$ cat src/rtl/if_fetch_stage_pkg.sv
// Shared constants for the instruction-fetch stage.
//   StFetch/StHold/StDrain : 2-bit fetch FSM encodings
//   NopInst                : bubble instruction (addi x0, x0, 0)
//   ResetPc                : first fetch address after reset
package if_fetch_stage_pkg;

  localparam logic [1:0] StFetch = 2'd0;  // requesting bytes of the word at fetch_pc
  localparam logic [1:0] StHold  = 2'd1;  // full word parked while decode is stalled
  localparam logic [1:0] StDrain = 2'd2;  // finishing a request orphaned by a redirect

  localparam logic [31:0] NopInst = 32'h0000_0013;
  localparam logic [31:0] ResetPc = 32'h0000_0000;

endpackage

$ cat src/rtl/if_fetch_stage_if_id_reg.sv
// IF/ID pipeline register: holds the instruction, its pc and a valid flag for decode.
//   clk_i, rst_ni : clock, asynchronous active-low reset
//   load_i        : capture inst_i/pc_i as a valid instruction (highest priority)
//   hold_i        : keep the current contents
//   bubble_i      : replace with NOP_INST, valid=0, pc unchanged
//   inst_o/pc_o/valid_o : registered contents
module if_fetch_stage_if_id_reg
  import if_fetch_stage_pkg::*;
#(
  parameter logic [31:0] NOP_INST = NopInst
) (
  input  logic        clk_i,
  input  logic        rst_ni,
  input  logic        load_i,
  input  logic        bubble_i,
  input  logic        hold_i,
  input  logic [31:0] inst_i,
  input  logic [31:0] pc_i,
  output logic [31:0] inst_o,
  output logic [31:0] pc_o,
  output logic        valid_o
);

  logic [31:0] inst_q;
  logic [31:0] pc_q;
  logic        valid_q;

  always_ff @(posedge clk_i or negedge rst_ni) begin
    if (!rst_ni) begin
      inst_q  <= NOP_INST;
      pc_q    <= 32'd0;
      valid_q <= 1'b0;
    end else if (load_i) begin
      inst_q  <= inst_i;
      pc_q    <= pc_i;
      valid_q <= 1'b1;
    end else if (hold_i) begin
      inst_q  <= inst_q;
      pc_q    <= pc_q;
      valid_q <= valid_q;
    end else if (bubble_i) begin
      inst_q  <= NOP_INST;
      valid_q <= 1'b0;
    end
  end

  assign inst_o  = inst_q;
  assign pc_o    = pc_q;
  assign valid_o = valid_q;

endmodule

$ cat src/rtl/if_fetch_stage.sv
// Instruction-fetch stage: reads RV32I words one byte at a time (little-endian) from a
// byte-wide memory port and hands them to decode through the IF/ID register.
//   clk, rst (async, active-low)
//   stall_i                  : decode cannot accept; hold IF/ID
//   jb_taken_i, jb_target_i  : one-cycle redirect to a new fetch address
//   mem_re_o, mem_addr_o     : byte read request, stable until mem_ready_i
//   mem_ready_i, mem_data_i  : byte completion
//   inst_IFID_o, pc_IFID_o, valid_IFID_o : IF/ID contents presented to decode
module if_fetch_stage
  import if_fetch_stage_pkg::*;
#(
  parameter logic [31:0] RESET_PC = ResetPc,
  parameter logic [31:0] NOP_INST = NopInst
) (
  input  logic        clk,
  input  logic        rst,
  input  logic        stall_i,
  input  logic        jb_taken_i,
  input  logic [31:0] jb_target_i,
  output logic        mem_re_o,
  output logic [31:0] mem_addr_o,
  input  logic        mem_ready_i,
  input  logic [7:0]  mem_data_i,
  output logic [31:0] inst_IFID_o,
  output logic [31:0] pc_IFID_o,
  output logic        valid_IFID_o
);

  logic [1:0]  state_q, state_d;
  logic [31:0] fetch_pc_q, fetch_pc_d;
  logic [1:0]  cnt_q, cnt_d;
  logic [23:0] asm_q, asm_d;
  logic [31:0] pending_q, pending_d;
  logic [31:0] drain_addr_q, drain_addr_d;

  logic [31:0] req_addr;
  logic [31:0] word;
  logic        hs;
  logic        load;
  logic [31:0] load_inst;

  // Target is always word aligned; the low bits are dropped on purpose.
  logic unused_tgt_lsbs;
  assign unused_tgt_lsbs = ^jb_target_i[1:0];

  assign req_addr   = fetch_pc_q + {30'd0, cnt_q};
  assign mem_re_o   = rst & (state_q != StHold);
  // A drained request keeps its original address even though fetch_pc already moved.
  assign mem_addr_o = (state_q == StDrain) ? drain_addr_q : req_addr;
  assign hs         = mem_re_o & mem_ready_i;
  assign word       = {mem_data_i, asm_q};

  always_comb begin
    state_d      = state_q;
    fetch_pc_d   = fetch_pc_q;
    cnt_d        = cnt_q;
    asm_d        = asm_q;
    pending_d    = pending_q;
    drain_addr_d = drain_addr_q;
    load         = 1'b0;
    load_inst    = word;

    if (jb_taken_i) begin
      // Redirect wins over everything on the fetch side; partial/pending words are lost.
      fetch_pc_d = {jb_target_i[31:2], 2'b00};
      cnt_d      = 2'd0;
      case (state_q)
        StFetch: begin
          if (!hs) begin
            state_d      = StDrain;
            drain_addr_d = req_addr;
          end else begin
            state_d = StFetch;
          end
        end
        StDrain: state_d = hs ? StFetch : StDrain;
        default: state_d = StFetch;
      endcase
    end else begin
      case (state_q)
        StFetch: begin
          if (hs) begin
            if (cnt_q != 2'd3) begin
              case (cnt_q)
                2'd0:    asm_d[7:0]   = mem_data_i;
                2'd1:    asm_d[15:8]  = mem_data_i;
                default: asm_d[23:16] = mem_data_i;
              endcase
              cnt_d = cnt_q + 2'd1;
            end else if (!stall_i) begin
              load       = 1'b1;
              load_inst  = word;
              fetch_pc_d = fetch_pc_q + 32'd4;
              cnt_d      = 2'd0;
            end else begin
              pending_d = word;
              state_d   = StHold;
            end
          end
        end
        StHold: begin
          if (!stall_i) begin
            load       = 1'b1;
            load_inst  = pending_q;
            fetch_pc_d = fetch_pc_q + 32'd4;
            cnt_d      = 2'd0;
            state_d    = StFetch;
          end
        end
        StDrain: begin
          if (hs) state_d = StFetch;
        end
        default: state_d = StFetch;
      endcase
    end
  end

  always_ff @(posedge clk or negedge rst) begin
    if (!rst) begin
      state_q      <= StFetch;
      fetch_pc_q   <= RESET_PC;
      cnt_q        <= 2'd0;
      asm_q        <= 24'd0;
      pending_q    <= NOP_INST;
      drain_addr_q <= 32'd0;
    end else begin
      state_q      <= state_d;
      fetch_pc_q   <= fetch_pc_d;
      cnt_q        <= cnt_d;
      asm_q        <= asm_d;
      pending_q    <= pending_d;
      drain_addr_q <= drain_addr_d;
    end
  end

  if_fetch_stage_if_id_reg #(
    .NOP_INST (NOP_INST)
  ) u_if_id_reg (
    .clk_i    (clk),
    .rst_ni   (rst),
    .load_i   (load),
    .bubble_i (~stall_i),
    .hold_i   (stall_i),
    .inst_i   (load_inst),
    .pc_i     (fetch_pc_q),
    .inst_o   (inst_IFID_o),
    .pc_o     (pc_IFID_o),
    .valid_o  (valid_IFID_o)
  );

endmodule

$ cat config.mk
export PLATFORM = sky130hd
export DESIGN_NAME = if_fetch_stage
export DESIGN_NICKNAME = d
export VERILOG_FILES = /design/src/rtl/if_fetch_stage_pkg.sv /design/src/rtl/if_fetch_stage_if_id_reg.sv /design/src/rtl/if_fetch_stage.sv
export SDC_FILE = /design/constraint.sdc
export NUM_CORES = 1
export LEC_CHECK = 0
export CORE_ASPECT_RATIO = 0.5
export CORE_MARGIN = 1.5
export CORE_UTILIZATION = 45
export DETAILED_ROUTE_END_ITERATION = 7
export GPL_TIMING_DRIVEN = 0
export PLACE_DENSITY = 0.66
export SETUP_SLACK_MARGIN = 0.02
export SLEW_MARGIN = 0
export SYNTH_ARGS = -nofsm -noshare
export SYNTH_HDL_FRONTEND = slang
export SYNTH_SLANG_ARGS = --single-unit
$ cat constraint.sdc
create_clock -name clk -period 2.35 [get_ports clk]
set_input_delay 0.47 -clock clk [delete_from_list [all_inputs] [get_ports clk]]
set_output_delay 0.47 -clock clk [all_outputs]
set_load 0.005 [all_outputs]
==> flow_summary.json, run 1 <==
{
  "antenna_found_initial": 0,
  "cp_slowest_stage_delay_ps": 430,
  "wire_per_inst_um": 19.2,
  "drcViolationCount": 0,
  "viasPerCell": 5.56,
  "rsz0062_at_grt": "true",
  "holdCritPathClass": "input port to async pin",
  "violations": "setup timing",
  "grt_use_met3_pct": 4.68,
  "period_share_pct": 101,
  "via_count": 6441,
  "clk_latency_ps": 440,
  "start_util_pct": 46.2,
  "drive_gt1_share_pct": 30.1,
  "ys_seq_elements": 185,
  "yosysWarnings": 0,
  "grt_pass1_wl_um": 35500,
  "fin_util_pct": 60.7,
  "die_width_um": 198,
  "top_usage_layer": "met2",
  "synth_edf_count": 0,
  "status": "finished with violations",
  "num_rows": 35,
  "async_reset_ff_share_pct": 100,
  "ant_nets": 0,
  "crit_fanout": 5,
  "grt_max_degree": 56,
  "yosysSeqAreaShare_pct": 54.2,
  "regToRegEndpoint": "fetch_pc_q[27]",
  "grtUsageTotal_pct": 23.3,
  "numCtsBuffers": 17,
  "antenna_cells": 0,
  "tns_ps": -49.1,
  "path_class": "flip-flop to primary output",
  "whs_ps": 8.22,
  "timing.rr.start": "fetch_pc_q[20]",
  "use_met1_pct": 32.9,
  "leakage_nw": 4.88,
  "cts_sinks": 185,
  "fin_cells": 1159,
  "placed_cells": 1109,
  "place_area_sq_um": 10300,
  "fmax_ghz": 0.421,
  "grtUsageMet2_pct": 37.4,
  "p_per_area_nw_per_um2": 688,
  "gp_congestion": 0.890,
  "die_h_um": 100,
  "syn-cell-area_sq_um": 8550,
  "path_cells": "inv_4 -> nor2_4 -> buf_12 -> buf_12 -> buf_12 -> buf_6 -> mux2_4 -> buf_6",
  "postRouteWirelength_um": 22300,
  "cp.required_ps": 1880,
  "maxCapViolCount": 0,
  "min_period_ps": 2380,
  "worst_slew_pin_slew_ps": 815,
  "max_slew_margin_pct": 45.4,
  "h-tree-depth": 4,
  "slowest_stage": "dfrtp_2",
  "hold_viol": 0,
  "mostFrequentLayoutCell": "dfrtp_1",
  "final_cell_mix": "dfrtp_1, mux2_2, clkdlybuf4s50_1, nand2_1, o31ai_1",
  "worstPathArrival_ps": 1910,
  "fill_cells": 1533,
  "syn-instance-count": 711,
  "cts_max_path_buffers": 2,
  "irDropWorstVdd_mv": 0.517,
  "nNetsFinal": 936,
  "slew_violations": 0,
  "fin_ws_ps": -26.8,
  "skew_ps": 11.5,
  "yosys.cell_types.count": 45,
  "critPathMostFrequentCell": "buf_12",
  "worstRegToRegCells": 5,
  "start_kind": "flip-flop",
  "setup_viol": 2,
  "crit_path_end_kind": "primary output",
  "dpl.hpwl_um": 14600,
  "cts_tree": "yes",
  "avgSynthCellArea_sq_um": 12.0,
  "port_buffers": 137,
  "synth-main-ff-cell": "dfrtp_1",
  "dr.pass1.iters": 5,
  "drt_iter0_markers": 407,
  "dieArea_sq_um": 19900,
  "io_pins": 143,
  "rrSetupSlack_ps": 140,
  "stdcell_area_sq_um": 11200,
  "core_area_sq_um": 18500,
  "grt_pass1_vias": 6490,
  "pre_cts_ws_ps": -1020,
  "syn2layout_area_growth_pct": 31.5,
  "power_mw": 7.74,
  "clock_tree.root_cell": "clkbuf_16",
  "grt_overflow": 0,
  "clk_pin_slew_worst_paths_ps": 70
}
==> power by group <==
group / total, mW / switching, mW / leakage, nW / internal [mW]
Clock: 2.82 / 1.29 / 0.271 / 1.54
Combinational: 1.24 / 0.527 / 2.21 / 0.716
Sequential: 3.67 / 0.207 / 2.40 / 3.47
Total: 7.74 / 2.02 / 4.88 / 5.72
==> per-layer routing <==
metal,vias up,share of wire [%]
li1,2953,-
met1,3308,48
met2,164,47
met3,16,4.4
met4,0,0.85
met5,-,0
==> how the worst max path moves through the flow <==
stage               depth (start not counted)        from                    end
floorplan                                   5  state_q[1]         mem_addr_o[25]
global placement                            5         rst          fetch_pc_q[3]
detailed placement                          8         rst  u_if_id_reg.inst_o[4]
CTS                                         8  state_q[0]         mem_addr_o[19]
global route                                8  state_q[1]         mem_addr_o[19]
finish                                      8  state_q[1]         mem_addr_o[20]
==> cells by family after synthesis <==
| kind of cell | count (synthesis) | synth area share (%) |
|---|---|---|
| adder cells (fa/ha/maj) | 4 | 0.585 |
| AO/OA/AOI/OAI | 97 | 7.55 |
| flip-flops | 185 | 54.2 |
| multiplexers | 177 | 22.9 |
| buffers and inverters | 60 | 3.01 |
| AND/OR/NAND/NOR | 178 | 10.8 |
| XOR/XNOR | 9 | 0.922 |
| other | 1 | 0.0439 |
==> worst max-delay path, delay by kind of cell (launching register included) <==
| kind | cells | cell delay, ps |
|---|---|---|
| muxes | 1 | 290 |
| and+or+nand+nor | 1 | 50 |
| buffers and inverters | 6 | 690 |
| DFF | 1 | 430 |
==> timing repair <==
action | CTS | global route
endpoints found under the setup margin | 199 | 83
resized for setup | 170 | 14
buffers inserted | 12 | 3
cloned | 5 | 0
pin swaps | 1 | 1
endpoints found under the hold margin | 40 | 0
hold buffers | 2 | 0
==> cell type report <==
class / instances / area, sq um / share of cell area (%)
clock inverters: 11 / 114 / 1.01
multi-input cells: 467 / 3780 / 33.6
inverters: 7 / 30.0 / 0.267
flip-flops and latches: 185 / 4640 / 41.2
clock buffers: 21 / 460 / 4.09
repair buffers: 158 / 1620 / 14.4
well taps: 259 / 324 / 2.88
plain buffers: 51 / 279 / 2.48
==> cells in the mapped netlist, types with 3 or more instances <==
| master | count | area (sq um) |
|---|---|---|
| ha_1 | 4 | 50.1 |
| o21ai_0 | 23 | 115 |
| buf_1 | 3 | 11.3 |
| mux2_2 | 146 | 1640 |
| or4_1 | 11 | 82.6 |
| nor3_1 | 6 | 30.0 |
| nand2_1 | 68 | 255 |
| a31oi_1 | 18 | 113 |
| xnor2_1 | 4 | 35.0 |
| inv_1 | 6 | 22.5 |
| or3_1 | 8 | 50.1 |
| a2111oi_0 | 3 | 26.3 |
| xor2_1 | 5 | 43.8 |
| a21oi_1 | 4 | 20.0 |
| nor4_1 | 8 | 50.1 |
| nor2_1 | 26 | 97.6 |
| and4_1 | 6 | 52.6 |
| clkbuf_1 | 28 | 105 |
| a211oi_1 | 3 | 22.5 |
| buf_2 | 18 | 90.1 |
| nor2b_1 | 4 | 25.0 |
| dfstp_2 | 6 | 158 |
| o31ai_1 | 41 | 308 |
| dfrtp_1 | 179 | 4480 |
| mux2i_1 | 31 | 310 |
| nand3_1 | 14 | 70.1 |
| nand4_1 | 13 | 81.3 |
| and3_1 | 4 | 25.0 |
==> state kept, by name (all words and copies together), names as in the netlist <==
signal	count
asm_q	24
cnt_q	2
drain_addr_q	32
fetch_pc_q	30
pending_q	32
state_q	2
u_if_id_reg.inst_o	32
u_if_id_reg.pc_o	30
u_if_id_reg.valid_o	1
Note: power is estimated with default switching activity, not from simulation.
==> run 2, diff against run 1 <==
Settings changed: SYNTH_HIERARCHICAL from default to 1.
==> flow_summary.json, run 2 <==
{
  "status": "finished with violations",
  "violations": "setup timing",
  "grtUsageMet2_pct": 37.8,
  "irDropWorstVdd_mv": 0.526,
  "syn-instance-count": 741,
  "syn2layout_area_growth_pct": 32.7,
  "antenna_cells": 0,
  "cts_sinks": 187,
  "synthTopCellsByCount": "dfrtp_1, mux2_2, nand2_1",
  "path_class": "flip-flop to primary output",
  "grt_overflow": 0,
  "internal_power_mw": 6.15,
  "numCtsBuffers": 17,
  "drcViolationCount": 0,
  "crit_fanout": 4,
  "clk_latency_ps": 430,
  "rrSetupSlack_ps": 140,
  "use_met1_pct": 31.7,
  "wire_per_inst_um": 19.1,
  "yosys.cell_types.count": 52,
  "syn-cell-area_sq_um": 8970,
  "pre_cts_ws_ps": -1270,
  "crit_path_end_kind": "primary output",
  "clk_pin_slew_worst_paths_ps": 70,
  "nNetsFinal": 975,
  "hold_viol": 0,
  "clock_tree.root_cell": "clkbuf_16",
  "final_cell_mix": "dfrtp_1, mux2_2, clkdlybuf4s50_1, nand2_1, mux2_4",
  "rsz0062_at_grt": "true",
  "async_reset_ff_share_pct": 100,
  "setup_viol": 6,
  "grtUsageTotal_pct": 22.7,
  "top_usage_layer": "met2",
  "fin_ws_ps": -45.6,
  "viasPerCell": 5.42,
  "ant_nets": 0,
  "clkPwrFrac_pct": 37.9,
  "holdCritPathClass": "input port to async pin",
  "regToRegEndpoint": "fetch_pc_q[30]",
  "via_count": 6523,
  "combPwrFrac_pct": 16.7,
  "io_pins": 143,
  "p_per_area_nw_per_um2": 690,
  "fmax_ghz": 0.417,
  "antenna_found_initial": 0,
  "timing.rr.start": "state_q[1]",
  "start_kind": "flip-flop",
  "seq_power_share_pct": 45.4,
  "grt_max_degree": 60,
  "skew_ps": 12.2,
  "die_width_um": 203,
  "yosysTopAreaCell": "dfrtp_1",
  "dr.pass1.iters": 5,
  "cp.required_ps": 1880,
  "cts_tree": "yes",
  "synth_edf_count": 0,
  "worst_slew_pin_slew_ps": 827,
  "fill_cells": 1615,
  "period_share_pct": 102,
  "max_slew_margin_pct": 44.4,
  "drt_iter0_markers": 406,
  "leakage_nw": 5.17,
  "dieArea_sq_um": 20800,
  "whs_ps": 21.5,
  "worstPathArrival_ps": 1930,
  "port_buffers": 140,
  "netSwitchingPower_mw": 2.07,
  "maxCapViolCount": 0,
  "yosysWarnings": 6,
  "cts_max_path_buffers": 2,
  "avgSynthCellArea_sq_um": 12.1,
  "dpl.hpwl_um": 15300,
  "synth_top_area_share_pct": 50.5,
  "slew_violations": 0,
  "mostFrequentLayoutCell": "dfrtp_1",
  "worstRegToRegCells": 7,
  "synth-main-ff-cell": "dfrtp_1",
  "drive_gt1_share_pct": 34.4,
  "ys_seq_elements": 187,
  "gp_congestion": 0.835,
  "grt_pass1_wl_um": 36300,
  "start_util_pct": 46.0,
  "h-tree-depth": 4,
  "postRouteWirelength_um": 23000,
  "yosysMostFrequentCell": "dfrtp_1",
  "grt_pass1_vias": 6738,
  "core_area_sq_um": 19500,
  "grt_use_met3_pct": 3.92,
  "num_rows": 36,
  "yosysSeqAreaShare_pct": 52.3,
  "min_period_ps": 2400,
  "switching_share_pct": 25.2,
  "synth.area.top_cells": "dfrtp_1, mux2_2, mux2_4",
  "die_h_um": 103
}
-- run 2: worst max-delay path by stage --
| stage | startpoint | to | slack [ps] | cells after the start |
|---|---|---|---|---|
| floorplan | state_q[1] | mem_addr_o[22] | 200 | 6 |
| global placement | rst | fetch_pc_q[30] | -8180 | 6 |
| detailed placement | rst | drain_addr_q[7] | -1270 | 7 |
| CTS | state_q[0] | mem_addr_o[25] | -80 | 7 |
| global route | state_q[1] | mem_addr_o[27] | -110 | 8 |
| finish | state_q[0] | mem_addr_o[27] | -50 | 7 |
-- run 2: repair_timing --
| item | CTS | global route |
|---|---|---|
| gates resized for setup | 209 | 25 |
| buffers inserted | 13 | 8 |
| hold endpoints to repair | 54 | 0 |
| cloned | 4 | 0 |
| setup endpoints to repair | 206 | 83 |
| hold buffers | 1 | 0 |
| pin swaps | 1 | 2 |
-- run 2: power by group through the flow --
| stage | combinational [mW] | clock [mW] | sequential (mW) |
|---|---|---|---|
| final | 1.37 | 3.11 | 3.72 |
| after global routing | 1.49 | 3.28 | 3.77 |
| after CTS | 1.34 | 3.17 | 3.72 |
| after detailed placement | 1.18 | 0 | 3.77 |
| after global placement | 1.15 | 0 | 3.76 |
| after floorplan | 0.648 | 0 | 3.70 |
-- run 2: through the flow --
stage	setup TNS, ps	power, mW	util (%)	instance area (sq um)	cells
after floorplan	0	4.35	-	8970	742
after global placement	-2676760	4.91	54.9	10700	1148
after detailed placement	-146610	4.95	55.1	10700	1149
after CTS	-502	8.23	60.5	11800	1198
after global routing	-1250	8.54	61.0	11900	1204
final	-187	8.21	61.0	11900	1204
-- run 2: layer usage --
metal  wire [um]  vias up
li1            -     3040
met1       10900     3328
met2       11000      134
met3         874       21
met4         209        0
met5           0        -
-- run 2: area by class of cell --
| type | instances | area, sq um | share of cell area, % |
|---|---|---|---|
| clock inverter | 13 | 189 | 1.59 |
| clock buffer | 18 | 439 | 3.69 |
| timing repair buffer | 167 | 1760 | 14.8 |
| tap | 266 | 333 | 2.80 |
| multi-input combinational | 497 | 4070 | 34.2 |
| buffer | 46 | 368 | 3.09 |
| sequential | 187 | 4690 | 39.4 |
| inverter | 10 | 42.5 | 0.358 |
-- run 2: logic make-up after synthesis --
group | after synthesis | synth area share [%]
flip-flops | 187 | 52.3
XOR/XNOR | 7 | 0.684
AND/OR/NAND/NOR | 204 | 12.3
multiplexers | 173 | 23.0
adder cells (fa/ha/maj) | 4 | 0.558
other | 1 | 0.0418
AO/OA/AOI/OAI | 107 | 7.20
buffers and inverters | 58 | 3.92
-- run 2: critical path: stages (launching register included) --
cell,delay (ps)
dfrtp_1,380
buf_6,120
nor2_4,190
buf_8,160
buf_12,110
buf_16,110
mux2_4,300
buf_6,110
==> run 3, diff against run 2 <==
--- a/constraint.sdc
+++ b/constraint.sdc
@@ -3,2 +3,2 @@
 set_output_delay 0.47 -clock clk [all_outputs]
-set_load 0.005 [all_outputs]
+set_load 0.02 [all_outputs]
==> flow_summary.json, run 3 (synthesized netlist as in run 2, its figures left out) <==
{
  "start_kind": "flip-flop",
  "pre_cts_ws_ps": -1270,
  "numCtsBuffers": 17,
  "syn2layout_area_growth_pct": 31.9,
  "core_area_sq_um": 19500,
  "violations": "setup timing",
  "mostFrequentLayoutCell": "dfrtp_1",
  "drt_iter0_markers": 402,
  "min_period_ps": 2360,
  "netSwitchingPower_mw": 2.19,
  "holdCritPathClass": "input port to async pin",
  "clkPwrFrac_pct": 37.2,
  "worstRegToRegCells": 7,
  "grt_pass1_wl_um": 36200,
  "irDropWorstVdd_mv": 0.522,
  "start_util_pct": 46.0,
  "combPwrFrac_pct": 18.1,
  "dieArea_sq_um": 20800,
  "wire_per_inst_um": 19.1,
  "viasPerCell": 5.44,
  "skew_ps": 9.90,
  "drive_gt1_share_pct": 33.9,
  "via_count": 6542,
  "port_buffers": 140,
  "postRouteWirelength_um": 22900,
  "io_pins": 143,
  "die_h_um": 103,
  "switching_share_pct": 26.3,
  "fill_cells": 1610,
  "dr.pass1.iters": 7,
  "clk_latency_ps": 430,
  "slew_violations": 0,
  "rsz0062_at_grt": "true",
  "place_area_sq_um": 10700,
  "ant_nets": 0,
  "period_share_pct": 100,
  "gp_congestion": 0.835,
  "h-tree-depth": 4,
  "crit_path_end_kind": "primary output",
  "clock_tree.root_cell": "clkbuf_16",
  "worst_slew_pin_slew_ps": 868,
  "dpl.hpwl_um": 15300,
  "clk_pin_slew_worst_paths_ps": 70,
  "cts_sinks": 187,
  "nNetsFinal": 972,
  "status": "finished with violations",
  "leakage_nw": 5.14,
  "max_slew_margin_pct": 41.6,
  "grt_pass1_vias": 6730,
  "grt_overflow": 0,
  "crit_fanout": 4,
  "cp.required_ps": 1880,
  "stdcell_area_sq_um": 11800,
  "grtUsageTotal_pct": 22.6,
  "die_width_um": 203,
  "num_rows": 36,
  "fin_ws_ps": -8.41,
  "fmax_ghz": 0.424,
  "antenna_found_initial": 0,
  "final_cell_mix": "dfrtp_1, mux2_2, clkdlybuf4s50_1, nand2_1, mux2_4",
  "seq_power_share_pct": 44.7,
  "worstPathArrival_ps": 1890,
  "drcViolationCount": 0,
  "setup_viol": 3,
  "path_class": "flip-flop to primary output",
  "cts_tree": "yes",
  "internal_power_mw": 6.14,
  "grt_max_degree": 60,
  "cts_max_path_buffers": 2,
  "maxCapViolCount": 0,
  "p_per_area_nw_per_um2": 704,
  "hold_viol": 0
}
-- run 3: cell count changes in the layout (fill, tap and decap cells not counted), moves of 4 or more --
cell,before,now
buf_2,15,10
buf_4,12,18
nand2_1,61,65
nand2_2,4,0
-- run 3: what timing repair did --
item | CTS | global route
setup endpoints to repair | 206 | 81
gates cloned | 4 | 0
endpoints found under the hold margin | 54 | 0
setup buffers | 10 | 10
pin swaps | 1 | 3
hold buffers | 1 | 0
gates resized for setup | 223 | 40
-- run 3: final cells by class --
cell class | instances | area, sq um | share of cell area (%)
Sequential cell | 187 | 4690 | 39.6
Tap cell | 266 | 333 | 2.81
Antenna cell | 1 | 2.50 | 0.0211
Timing Repair Buffer | 164 | 1720 | 14.6
Buffer | 46 | 358 | 3.02
Multi-Input combinational cell | 497 | 4060 | 34.3
Inverter | 10 | 42.5 | 0.359
Clock buffer | 18 | 439 | 3.71
Clock inverter | 13 | 189 | 1.60
-- run 3: through the flow --
step                power [mW]  utilization, %  hold WS, ps  TNS [ps]  std cells
floorplan                 4.50               -          174         0        742
global placement          5.06            54.9          463  -2679880       1148
detailed placement        5.10            55.1          471   -149730       1149
CTS                       8.33            60.0         7.21     -1080       1195
global route              8.67            60.7        0.997      -307       1201
finish                    8.33            60.7         20.0     -19.1       1202
-- run 3: per-layer routing --
layer | track usage, % | share of wire, % | wire (um)
met1 | 31.6 | 47 | 10700
met2 | 37.2 | 47 | 10900
met3 | 3.92 | 4.5 | 1020
met4 | 5.70 | 1.5 | 341
met5 | 0 | 0 | 0
-- run 3: worst paths after layout --
check / slack, ps / startpoint / to
max: -8 / state_q[0] / mem_addr_o[14]
min: 20 / rst / u_if_id_reg/inst_o[1]
max reg2reg: 140 / state_q[1] / fetch_pc_q[30]
min reg2reg: 480 / drain_addr_q[31] / drain_addr_q[31]
max in group asynchronous: 1970 / rst / fetch_pc_q[3]
min in group clk: 480 / drain_addr_q[31] / drain_addr_q[31]
-- run 3: power groups by stage --
stage / logic, mW / registers (mW) / clock network, mW
after floorplan: 0.799 / 3.70 / 0
after global placement: 1.30 / 3.76 / 0
after detailed placement: 1.33 / 3.77 / 0
after CTS: 1.45 / 3.72 / 3.17
after global routing: 1.62 / 3.77 / 3.28
final: 1.51 / 3.72 / 3.10
-- run 3: critical path, stage by stage (launching register included) --
cell,delay (ps)
dfrtp_1,380
buf_6,120
nor2_4,150
buf_4,150
buf_8,110
buf_6,100
mux2_4,300
buf_6,130
